## config.mk

```make
export PLATFORM = sky130hd
export DESIGN_NAME = mem_arbiter_flat
export DESIGN_NICKNAME = d
export VERILOG_FILES = /design/src/rtl/mem_arbiter_pkg.sv /design/src/rtl/mem_arbiter_if.sv /design/src/rtl/mem_arbiter_rr_picker.sv /design/src/rtl/mem_arbiter.sv /design/src/flat_wrapper.sv
export SDC_FILE = /design/constraint.sdc
export NUM_CORES = 1
export LEC_CHECK = 0
export CORE_AREA = 2 2 290 292
export CTS_CLUSTER_SIZE = 16
export DETAILED_ROUTE_END_ITERATION = 16
export DIE_AREA = 0 0 292 294
export GPL_TIMING_DRIVEN = 0
export MAX_ROUTING_LAYER = met4
export PLACE_DENSITY_LB_ADDON = 0.05
export SYNTH_ARGS = -nofsm -noshare
export SYNTH_HDL_FRONTEND = slang
export SYNTH_HIERARCHICAL = 1
export SYNTH_SLANG_ARGS = --single-unit
```

## constraint.sdc

```tcl
create_clock -name clk -period 2.5 [get_ports clk]
set_input_delay 0.5 -clock clk [delete_from_list [all_inputs] [get_ports clk]]
set_output_delay 0.5 -clock clk [all_outputs]
set_load 0.01 [all_outputs]
```

## src/rtl/mem_arbiter_pkg.sv

```systemverilog
// rtl/mem_arbiter_pkg.sv - shared state type, arbitration modes and default widths
// Contents: arb_state_e (IDLE/BUSY/DONE), ARB_RR/ARB_FIXED mode codes,
//           ADDR_W_DEF/LINE_W_DEF default line address and line data widths.
package mem_arb_pkg;

  typedef enum logic [1:0] {
    IDLE = 2'd0,
    BUSY = 2'd1,
    DONE = 2'd2
  } arb_state_e;

  localparam int ARB_RR     = 0;
  localparam int ARB_FIXED  = 1;

  localparam int ADDR_W_DEF = 28;
  localparam int LINE_W_DEF = 128;

endpackage

```

## src/rtl/mem_arbiter_if.sv

```systemverilog
// rtl/mem_arbiter_if.sv - slow-memory line port shared by all cache channels
// Signals: read/write (command), addr (line address), wdata (write line),
//          rdata (read line, valid with ready), ready (one-cycle completion).
// Modports: master = arbiter side, slave = memory side.
interface mem_arbiter_if
  import mem_arb_pkg::*;
#(
  parameter int ADDR_W = ADDR_W_DEF,
  parameter int LINE_W = LINE_W_DEF
) ();

  logic              read;
  logic              write;
  logic [ADDR_W-1:0] addr;
  logic [LINE_W-1:0] wdata;
  logic [LINE_W-1:0] rdata;
  logic              ready;

  modport master (output read, output write, output addr, output wdata,
                  input rdata, input ready);

  modport slave  (input read, input write, input addr, input wdata,
                  output rdata, output ready);

endinterface

```

## src/rtl/mem_arbiter_rr_picker.sv

```systemverilog
// rtl/mem_arbiter_rr_picker.sv - combinational rotating-priority request picker
// Ports: req  - per-channel request vector
//        ptr  - channel with highest priority this round
//        mode - 1 = fixed priority (channel 0 highest, ptr ignored)
//        valid/idx - some channel requests / index of the chosen channel
module rr_picker #(
  parameter int  NUM_CH = 2,
  localparam int CH_W   = $clog2(NUM_CH)
) (
  input  logic [NUM_CH-1:0] req,
  input  logic [CH_W-1:0]   ptr,
  input  logic              mode,
  output logic              valid,
  output logic [CH_W-1:0]   idx
);

  // One extra bit so start + offset never overflows before the wrap.
  logic [CH_W:0]   sum;
  logic [CH_W-1:0] cand;
  logic [CH_W-1:0] start;

  always_comb begin
    valid = 1'b0;
    idx   = '0;
    sum   = '0;
    cand  = '0;
    start = mode ? '0 : ptr;
    // Walk offsets from farthest to nearest so the nearest requester is written last.
    for (int k = NUM_CH - 1; k >= 0; k--) begin
      sum = {1'b0, start} + (CH_W+1)'(k);
      if (sum >= (CH_W+1)'(NUM_CH)) begin
        sum = sum - (CH_W+1)'(NUM_CH);
      end
      cand = sum[CH_W-1:0];
      if (req[cand]) begin
        valid = 1'b1;
        idx   = cand;
      end
    end
  end

endmodule

```

## src/rtl/mem_arbiter.sv

```systemverilog
// rtl/mem_arbiter.sv - shares one slow-memory line port among NUM_CH cache miss ports
// Ports: clk, rst_n (async, active-low)
//        ch_read/ch_write/ch_addr/ch_wdata - packed per-channel line requests
//        ch_rdata (broadcast read line), ch_ready (one-hot completion pulse)
//        mem       - memory port (mem_arbiter_if.master)
//        grant_ch  - channel currently or last granted; busy - BUSY or DONE
module mem_arbiter
  import mem_arb_pkg::*;
#(
  parameter int  NUM_CH   = 2,
  parameter int  ADDR_W   = ADDR_W_DEF,
  parameter int  LINE_W   = LINE_W_DEF,
  parameter int  ARB_MODE = ARB_RR,
  localparam int CH_W     = $clog2(NUM_CH)
) (
  input  logic                     clk,
  input  logic                     rst_n,
  input  logic [NUM_CH-1:0]        ch_read,
  input  logic [NUM_CH-1:0]        ch_write,
  input  logic [NUM_CH*ADDR_W-1:0] ch_addr,
  input  logic [NUM_CH*LINE_W-1:0] ch_wdata,
  output logic [LINE_W-1:0]        ch_rdata,
  output logic [NUM_CH-1:0]        ch_ready,
  mem_arbiter_if.master            mem,
  output logic [CH_W-1:0]          grant_ch,
  output logic                     busy
);

  localparam logic FIXED = (ARB_MODE == ARB_FIXED);

  arb_state_e        state_q, state_d;
  logic [CH_W-1:0]   ptr_q;
  logic [CH_W-1:0]   grant_q;
  logic [ADDR_W-1:0] addr_q;
  logic [LINE_W-1:0] wdata_q;
  logic [LINE_W-1:0] rdata_q;
  logic              wr_q;

  logic [NUM_CH-1:0] req;
  logic [CH_W-1:0]   pick_ptr;
  logic              pick_valid;
  logic [CH_W-1:0]   pick_idx;

  assign req      = ch_read | ch_write;
  assign pick_ptr = FIXED ? '0 : ptr_q;

  rr_picker #(.NUM_CH(NUM_CH)) u_picker (
    .req   (req),
    .ptr   (pick_ptr),
    .mode  (FIXED),
    .valid (pick_valid),
    .idx   (pick_idx)
  );

  always_ff @(posedge clk or negedge rst_n) begin
    if (!rst_n) state_q <= IDLE;
    else        state_q <= state_d;
  end

  always_comb begin
    state_d = state_q;
    case (state_q)
      IDLE:    if (pick_valid) state_d = BUSY;
      BUSY:    if (mem.ready)  state_d = DONE;
      DONE:    state_d = IDLE;
      default: state_d = IDLE;
    endcase
  end

  // Transaction latches: captured once on IDLE->BUSY so channel inputs are
  // free to change while the memory works.
  always_ff @(posedge clk or negedge rst_n) begin
    if (!rst_n) begin
      grant_q <= '0;
      ptr_q   <= '0;
      addr_q  <= '0;
      wdata_q <= '0;
      rdata_q <= '0;
      wr_q    <= 1'b0;
    end else begin
      if (state_q == IDLE && pick_valid) begin
        grant_q <= pick_idx;
        addr_q  <= ch_addr[pick_idx*ADDR_W +: ADDR_W];
        wdata_q <= ch_wdata[pick_idx*LINE_W +: LINE_W];
        // read+write together is taken as a write
        wr_q    <= ch_write[pick_idx];
      end
      if (state_q == BUSY && mem.ready) begin
        rdata_q <= mem.rdata;
      end
      if (state_q == DONE && !FIXED) begin
        ptr_q <= (grant_q == CH_W'(NUM_CH - 1)) ? '0 : grant_q + 1'b1;
      end
    end
  end

  always_comb begin
    mem.read  = 1'b0;
    mem.write = 1'b0;
    ch_ready  = '0;
    busy      = 1'b0;
    case (state_q)
      BUSY: begin
        mem.read  = !wr_q;
        mem.write = wr_q;
        busy      = 1'b1;
      end
      DONE: begin
        ch_ready[grant_q] = 1'b1;
        busy              = 1'b1;
      end
      default: ;
    endcase
  end

  assign mem.addr  = addr_q;
  assign mem.wdata = wdata_q;
  assign ch_rdata  = rdata_q;
  assign grant_ch  = grant_q;

endmodule

```

## src/flat_wrapper.sv

```systemverilog
// flat-port wrapper written by rule: the top's interface ports become plain ports
module mem_arbiter_flat import mem_arb_pkg::*;
#(
  parameter int  NUM_CH   = 2,
  parameter int  ADDR_W   = ADDR_W_DEF,
  parameter int  LINE_W   = LINE_W_DEF,
  parameter int  ARB_MODE = ARB_RR,
  localparam int CH_W     = $clog2(NUM_CH)
)
  (clk, rst_n, ch_read, ch_write, ch_addr, ch_wdata, ch_rdata, ch_ready, grant_ch, busy, mem_read, mem_write, mem_addr, mem_wdata, mem_rdata, mem_ready);
  mem_arbiter_if #(.ADDR_W(ADDR_W), .LINE_W(LINE_W)) mem_i ();
  input  logic clk;
  input  logic rst_n;
  input  logic [NUM_CH-1:0] ch_read;
  input  logic [NUM_CH-1:0] ch_write;
  input  logic [NUM_CH*ADDR_W-1:0] ch_addr;
  input  logic [NUM_CH*LINE_W-1:0] ch_wdata;
  output logic [LINE_W-1:0] ch_rdata;
  output logic [NUM_CH-1:0] ch_ready;
  output logic [CH_W-1:0] grant_ch;
  output logic busy;
  output wire logic [$bits(mem_i.read)-1:0] mem_read;
  output wire logic [$bits(mem_i.write)-1:0] mem_write;
  output wire logic [$bits(mem_i.addr)-1:0] mem_addr;
  output wire logic [$bits(mem_i.wdata)-1:0] mem_wdata;
  input wire logic [$bits(mem_i.rdata)-1:0] mem_rdata;
  input wire logic [$bits(mem_i.ready)-1:0] mem_ready;
  assign mem_read = mem_i.read;
  assign mem_write = mem_i.write;
  assign mem_addr = mem_i.addr;
  assign mem_wdata = mem_i.wdata;
  assign mem_i.rdata = mem_rdata;
  assign mem_i.ready = mem_ready;
  mem_arbiter #(.NUM_CH(NUM_CH), .ADDR_W(ADDR_W), .LINE_W(LINE_W), .ARB_MODE(ARB_MODE)) u_core (.clk(clk), .rst_n(rst_n), .ch_read(ch_read), .ch_write(ch_write), .ch_addr(ch_addr), .ch_wdata(ch_wdata), .ch_rdata(ch_rdata), .ch_ready(ch_ready), .mem(mem_i), .grant_ch(grant_ch), .busy(busy));
endmodule
```

==> reports/qor.yml, run 1 <==
status: "complete, no violations"
endpoint_kind: "output pin"
coreArea_um2: 82890
clk_pin_slew_ns: 0.06
post-cts-setup-buffers: 0
path_common_cell: "inv_1"
peakVddDrop_mv: 0.4279
grt_usage_pct: 14.86
grt_pass1_wl_um: 88350
p_int_w: 0.01750
wl_um: 64050
path_buf_inv: 3
vias: 10550
grt-ovfl-total: 0
avgSynthCellArea_um2: 12.58
worst-slew-pin-transition_ns: 0.6127
synthTopCellsByArea: "dfrtp_1, mux2i_1, mux2_2"
final.fill_count: 8682
critical_path.max_fanout: 4
drtIter0Drc: 344
switching_share_pct: 36.17
areaGrowthSynthToFinish_pct: 82.05
arrival_ns: 1.81
min-delay-path-class: "primary input to asynchronous set/reset pin"
syn-cell-area_um2: 12360
post_drt_wl_per_cell_um: 22.15
post-route-drc-count: 0
fin_crit_sh_pct: 92.30
ys_seq_area_share_pct: 58.53
cts_tree: "built"
cts-root-buf: "clkbuf_16"
hold_viol: 0
slew_viol_final: 0
hold_slack_ns: 0.4870
cp_slowest_cell: "dfrtp_1"
nets: 2216
gp_congestion: 0.7903
clk_latency_ns: 0.56
drive_gt1_share_pct: 14.95
powerDensity_nw_per_um2: 1219
final-setup-viol-count: 0
crit_type: "flop to output pin"
final-seq-area_um2: 7232
die-area_um2: 85850
maxSlewHeadroom_pct: 59.15
antenna_found_initial: 19
seqPwrFrac_pct: 30.2
maxCapViolCount: 0
die_w_um: 292
power.leakage_nw: 9.049
synthCells: 982
grt_max_degree: 84
crit_family: "buffers and inverters"
ant_nets: 0
ys_warn_count: 6
rows: 106
place_inst: 2801
synth_nets: 1434
path_cells: "inv_1 -> ha_1 -> inv_1 -> nor2_1 -> dlygate4sd2_1"
fin_crit_ns: 2.307
layout.cells.non_filler: 2892
viasPerCell: 3.649
start_kind: "flop"
pwr-share-clk_pct: 20.8
required_ns: 2.00
clock_skew_ns: 0.01858
ys_seq_elements: 289
synth_cell_types: 21
switchingPower_w: 0.009916
grt_pass1_vias: 11580
synth_edf_count: 0
die_y_um: 294
numPortBuffers: 736
synth_area_leader_cell: "dfrtp_1"
synth_top_cells_by_count: "dfrtp_1, nor2_1, a21oi_1, mux2i_1, mux2_2"
max_stage_delay_ns: 0.40
fin_setup_tns_ns: 0
first_pass_iters: 4
hpwl_um: 51550
cts.sinks: 289
h-tree-depth: 2
start_util_pct: 14.91
synth_ff_type: "dfrtp_1"
combPwrFrac_pct: 49.1
rsz0062_at_grt: "false"
yosysTopAreaCellShare_pct: 58.53
ios: 737
cts_buffers: 40
total_power_w: 0.02741
multi_input_area_um2: 4567
synth.most_common_cell: "dfrtp_1"
synthArstFlopShare_pct: 100.0
fmax_mhz: 433.4
cts.path.max_buffers: 3
## layout by cell type (no fill, tap or decap), drive strengths merged, types with 6 or more instances in the layout
| cell type | count |
|---|---|
| clkdlybuf4s50 | 730 |
| dfrtp | 289 |
| nor2 | 159 |
| mux2i | 157 |
| a21oi | 157 |
| mux2 | 131 |
| buf | 68 |
| clkbuf | 65 |
| diode | 19 |
| inv | 8 |
| clkinv | 6 |
## metrics by stage
stage	instance area, um2	worst slack, ns	util, %
global route	22490	0.04301	27.14
global placement	21080	-14.00	25.42
detailed placement	21160	-0.2064	25.53
CTS	22450	0.07653	27.09
floorplan	12360	0.6648	-
finish	22500	0.1926	27.14
## power groups by stage
| stage | Combinational (W) | Sequential (W) | Clock, W |
|---|---|---|---|
| floorplan | 0.00450 | 0.00938 | 0 |
| global placement | 0.0139 | 0.00831 | 0 |
| detailed placement | 0.0139 | 0.00835 | 0 |
| CTS | 0.0139 | 0.00830 | 0.00599 |
| global route | 0.0145 | 0.00859 | 0.00616 |
| finish | 0.0135 | 0.00827 | 0.00569 |
## cells by family (layout without fill, tap and decap cells)
group                      count (synthesis)  count (layout)  synth area share (%)
and+or+nand+nor                          167             167                 5.235
DFF                                      289             289                 58.53
AOI/OAI and AO/OA                        160             160                 6.531
buffers and inverters                     72             883                 4.516
adders and majority gates                  5               5                0.5063
muxes                                    288             288                 24.66
other                                      1              20               0.03035
## area by class of cell
class,instances,share of cell area (%)
clock buffer,61,5.429
timing repair buffer,740,33.14
multi-input combinational,621,20.30
clock inverter,10,0.2837
buffer,67,2.397
tap,1080,6.007
antenna,19,0.2114
sequential,289,32.15
inverter,5,0.08343
## path summary, 6_finish.rpt
kind / depth (start not counted) / slack, ns / start / end
min reg2reg: 1 / 0.49 / u_core/pick_ptr / u_core/pick_ptr
min in group clk: 1 / 0.49 / u_core/pick_ptr / u_core/pick_ptr
max: 5 / 0.19 / u_core/state_q[0] / ch_ready[0]
max in group asynchronous: 4 / 0.72 / rst_n / u_core/ch_rdata[26]
min: 2 / 0.49 / rst_n / u_core/mem.wdata[6]
max reg2reg: 8 / 0.62 / u_core/state_q[1] / u_core/mem.wdata[35]
## registers in the layout (all words and copies together), names as in the netlist
| register | count |
|---|---|
| u_core/wr_q | 1 |
| u_core/pick_ptr | 1 |
| u_core/grant_ch | 1 |
| u_core/ch_rdata | 128 |
| u_core/state_q | 2 |
| u_core/mem.wdata | 128 |
| u_core/mem.addr | 28 |
## layer usage
metal	GRT usage, %	share of wire [%]
met1	14.63	35
met2	27.69	56
met3	4.320	7.2
met4	5.230	2.7
met5	-	0
## timing repair
action / in CTS / in global routing
cloned: 0 / 0
pin swaps: 0 / 0
gates resized for setup: 5 / 2
endpoints found under the setup margin: 5 / 1
endpoints found under the hold margin: 65 / 0
hold buffers: 1 / 0
Power figures use the tool's default switching activity.
==> run 2: changes to the inputs <==
CORE_AREA = 8 8 280 282   (was 2 2 290 292)
DIE_AREA = 0 0 288 290   (was 0 0 292 294)
==> run 2 against run 1 <==
Effect of this change:
- non-clock buffer count unchanged
- sequential share of layout area increased by 0.21 points
- count of clock-buffer cells in the layout decreased by 4
- critical endpoint unchanged
- worst setup slack improved by 0.012 ns
- combinational power about the same
- register-to-register slack got worse by 0.12 ns
- largest cell class unchanged
==> reports/qor.yml, run 2 (synthesized netlist as in run 1, its figures left out) <==
status: "complete, no violations"
ios: 737  # unchanged
layout.cells.non_filler: 2771  # -4.2%
clock_skew_ns: 0.01087  # -0.007717 ns
crit_family: "buffers and inverters"
wl_um: 67480  # +5.4%
die-area_um2: 83520  # -2.7%
fin_crit_ns: 2.295  # -0.01197 ns
coreArea_um2: 73820  # -11%
hpwl_um: 54970  # +6.6%
final.fill_count: 7689  # -11%
grt-ovfl-total: 0  # unchanged
path_cells: "inv_1 -> ha_1 -> inv_1 -> nor2_1 -> clkdlybuf4s15_1"
vias: 10580  # +0.29%
endpoint_kind: "output pin"
required_ns: 2.00  # about the same
reg2reg_depth: 7  # -1
powerDensity_nw_per_um2: 1232  # +1.1%
antenna_found_initial: 9  # -10
worstReg2RegStart: "u_core/pick_ptr"
post_drt_wl_per_cell_um: 24.35  # +10%
fmax_mhz: 435.6  # +0.52%
slew_viol_final: 0  # unchanged
post-cts-setup-buffers: 0  # unchanged
post-route-util_pct: 30.27  # +3.1 points
start_kind: "flop"
clk_pin_slew_ns: 0.05  # about the same
grt_pass1_wl_um: 93460  # +5.8%
max_stage_delay_ns: 0.41  # about the same
arrival_ns: 1.80  # about the same
areaGrowthSynthToFinish_pct: 80.86
post-route-drc-count: 0  # unchanged
ant_nets: 0  # unchanged
grt_pass1_vias: 11720  # +1.2%
die_w_um: 288  # -1.4%
first_pass_iters: 4  # unchanged
rsz0062_at_grt: "false"
viasPerCell: 3.820  # +4.7%
grt_max_degree: 96  # +14%
fin_setup_tns_ns: 0  # unchanged
r2r_end: "u_core/mem.wdata[22]"
reg2reg_slack_ns: 0.50  # -0.12 ns
nets: 2216  # unchanged
cts-root-buf: "clkbuf_16"
worst-slew-pin-transition_ns: 0.5729  # -0.03982 ns
drive_gt1_share_pct: 14.90  # -0.047 points
fin_crit_sh_pct: 91.82  # -0.48 points
final-setup-viol-count: 0  # unchanged
crit_type: "flop to output pin"
place_inst: 2690  # -4.0%
path_buf_inv: 3  # unchanged
cp_slowest_cell: "dfrtp_1"
layout_common_cells: "clkdlybuf4s50_1, dfrtp_1, nor2_1"
cts.path.max_buffers: 3  # unchanged
cts_tree: "built"
rows: 100  # -5.7%
numPortBuffers: 736  # unchanged
cts_buffers: 40  # unchanged
cts.sinks: 289  # unchanged
path_common_cell: "inv_1"
clk_latency_ns: 0.54  # -0.02 ns
peakVddDrop_mv: 0.6136  # +43%
h-tree-depth: 2  # unchanged
grt_usage_pct: 16.06  # +1.2 points
critical_path.max_fanout: 4  # unchanged
start_util_pct: 16.74  # +1.8 points
gp_congestion: 0.7766  # -1.7%
drtIter0Drc: 376  # +9.3%
min-delay-path-class: "primary input to asynchronous set/reset pin"
power.leakage_nw: 9.060  # +0.13%
layout_commonest_cell: "clkdlybuf4s50_1"
maxCapViolCount: 0  # unchanged
die_y_um: 290  # -1.4%
maxSlewHeadroom_pct: 61.81  # +2.7 points
hold_viol: 0  # unchanged
[run 2: cell types whose count changed in the layout (fill, tap and decap cells not counted), sizes merged]
cell,change
clkinvlp,-1
diode,-9
clkbuf,-5
bufinv,+2
clkinv,+5
clkdlybuf4s15,+1
inv,-3
[run 2: final cells by class]
cell class | instances | area, um2 | area share [%]
sequential | 289 | 7232 | 32.36
multi-input combinational | 621 | 4567 | 20.43
clock buffer | 57 | 1176 | 5.263
antenna | 10 | 25.02 | 0.1120
tap | 969 | 1212 | 5.425
timing repair buffer | 740 | 7460 | 33.38
inverter | 5 | 18.77 | 0.08398
buffer | 67 | 539.3 | 2.413
clock inverter | 13 | 118.9 | 0.5319
[run 2: routing by layer]
metal  part of all wire, %  vias up  GRT usage, %  wire (um)
li1                      -     4983             -          -
met1                    35     5199         15.95      23610
met2                    56      342         29.90      37580
met3                   7.3       60         4.987       4946
met4                   2.0        0         4.525       1340
met5                     0        -             -          0
[run 2: where the power goes]
| part | leakage, nW | internal, W | switching [W] |
|---|---|---|---|
| Combinational | 5.12 | 0.00706 | 0.00651 |
| Clock | 0.650 | 0.00346 | 0.00222 |
| Sequential | 3.29 | 0.00708 | 0.00120 |
| Total | 9.06 | 0.0176 | 0.00992 |
[run 2: what timing repair did]
action                                 in CTS  in global routing
pin swaps                                   0                  0
endpoints found under the hold margin      39                  0
resized for setup                           5                  1
hold buffers                                1                  0
setup endpoints to repair                   5                  1
[run 2: worst max path at each step]
| stage | from | endpoint | cells after the start |
|---|---|---|---|
| final | u_core/state_q[0] | ch_ready[0] | 5 |
| after global routing | u_core/state_q[0] | ch_ready[0] | 5 |
| after global placement | rst_n | u_core/ch_rdata[41] | 1 |
| after CTS | u_core/state_q[0] | ch_ready[0] | 5 |
| after detailed placement | ch_write[0] | u_core/mem.wdata[22] | 8 |
| after floorplan | ch_write[0] | u_core/grant_ch | 6 |
[run 2: through the flow]
step	total power (W)	instance area, um2	worst slack [ns]	hold WS, ns
floorplan	0.01388	12360	0.6648	0.2044
global placement	0.02235	20940	-13.81	0.4757
detailed placement	0.02238	21020	-0.3969	0.4238
CTS	0.02833	22320	0.07418	0.4274
global route	0.02942	22350	0.01442	0.4559
finish	0.02752	22350	0.2045	0.4506
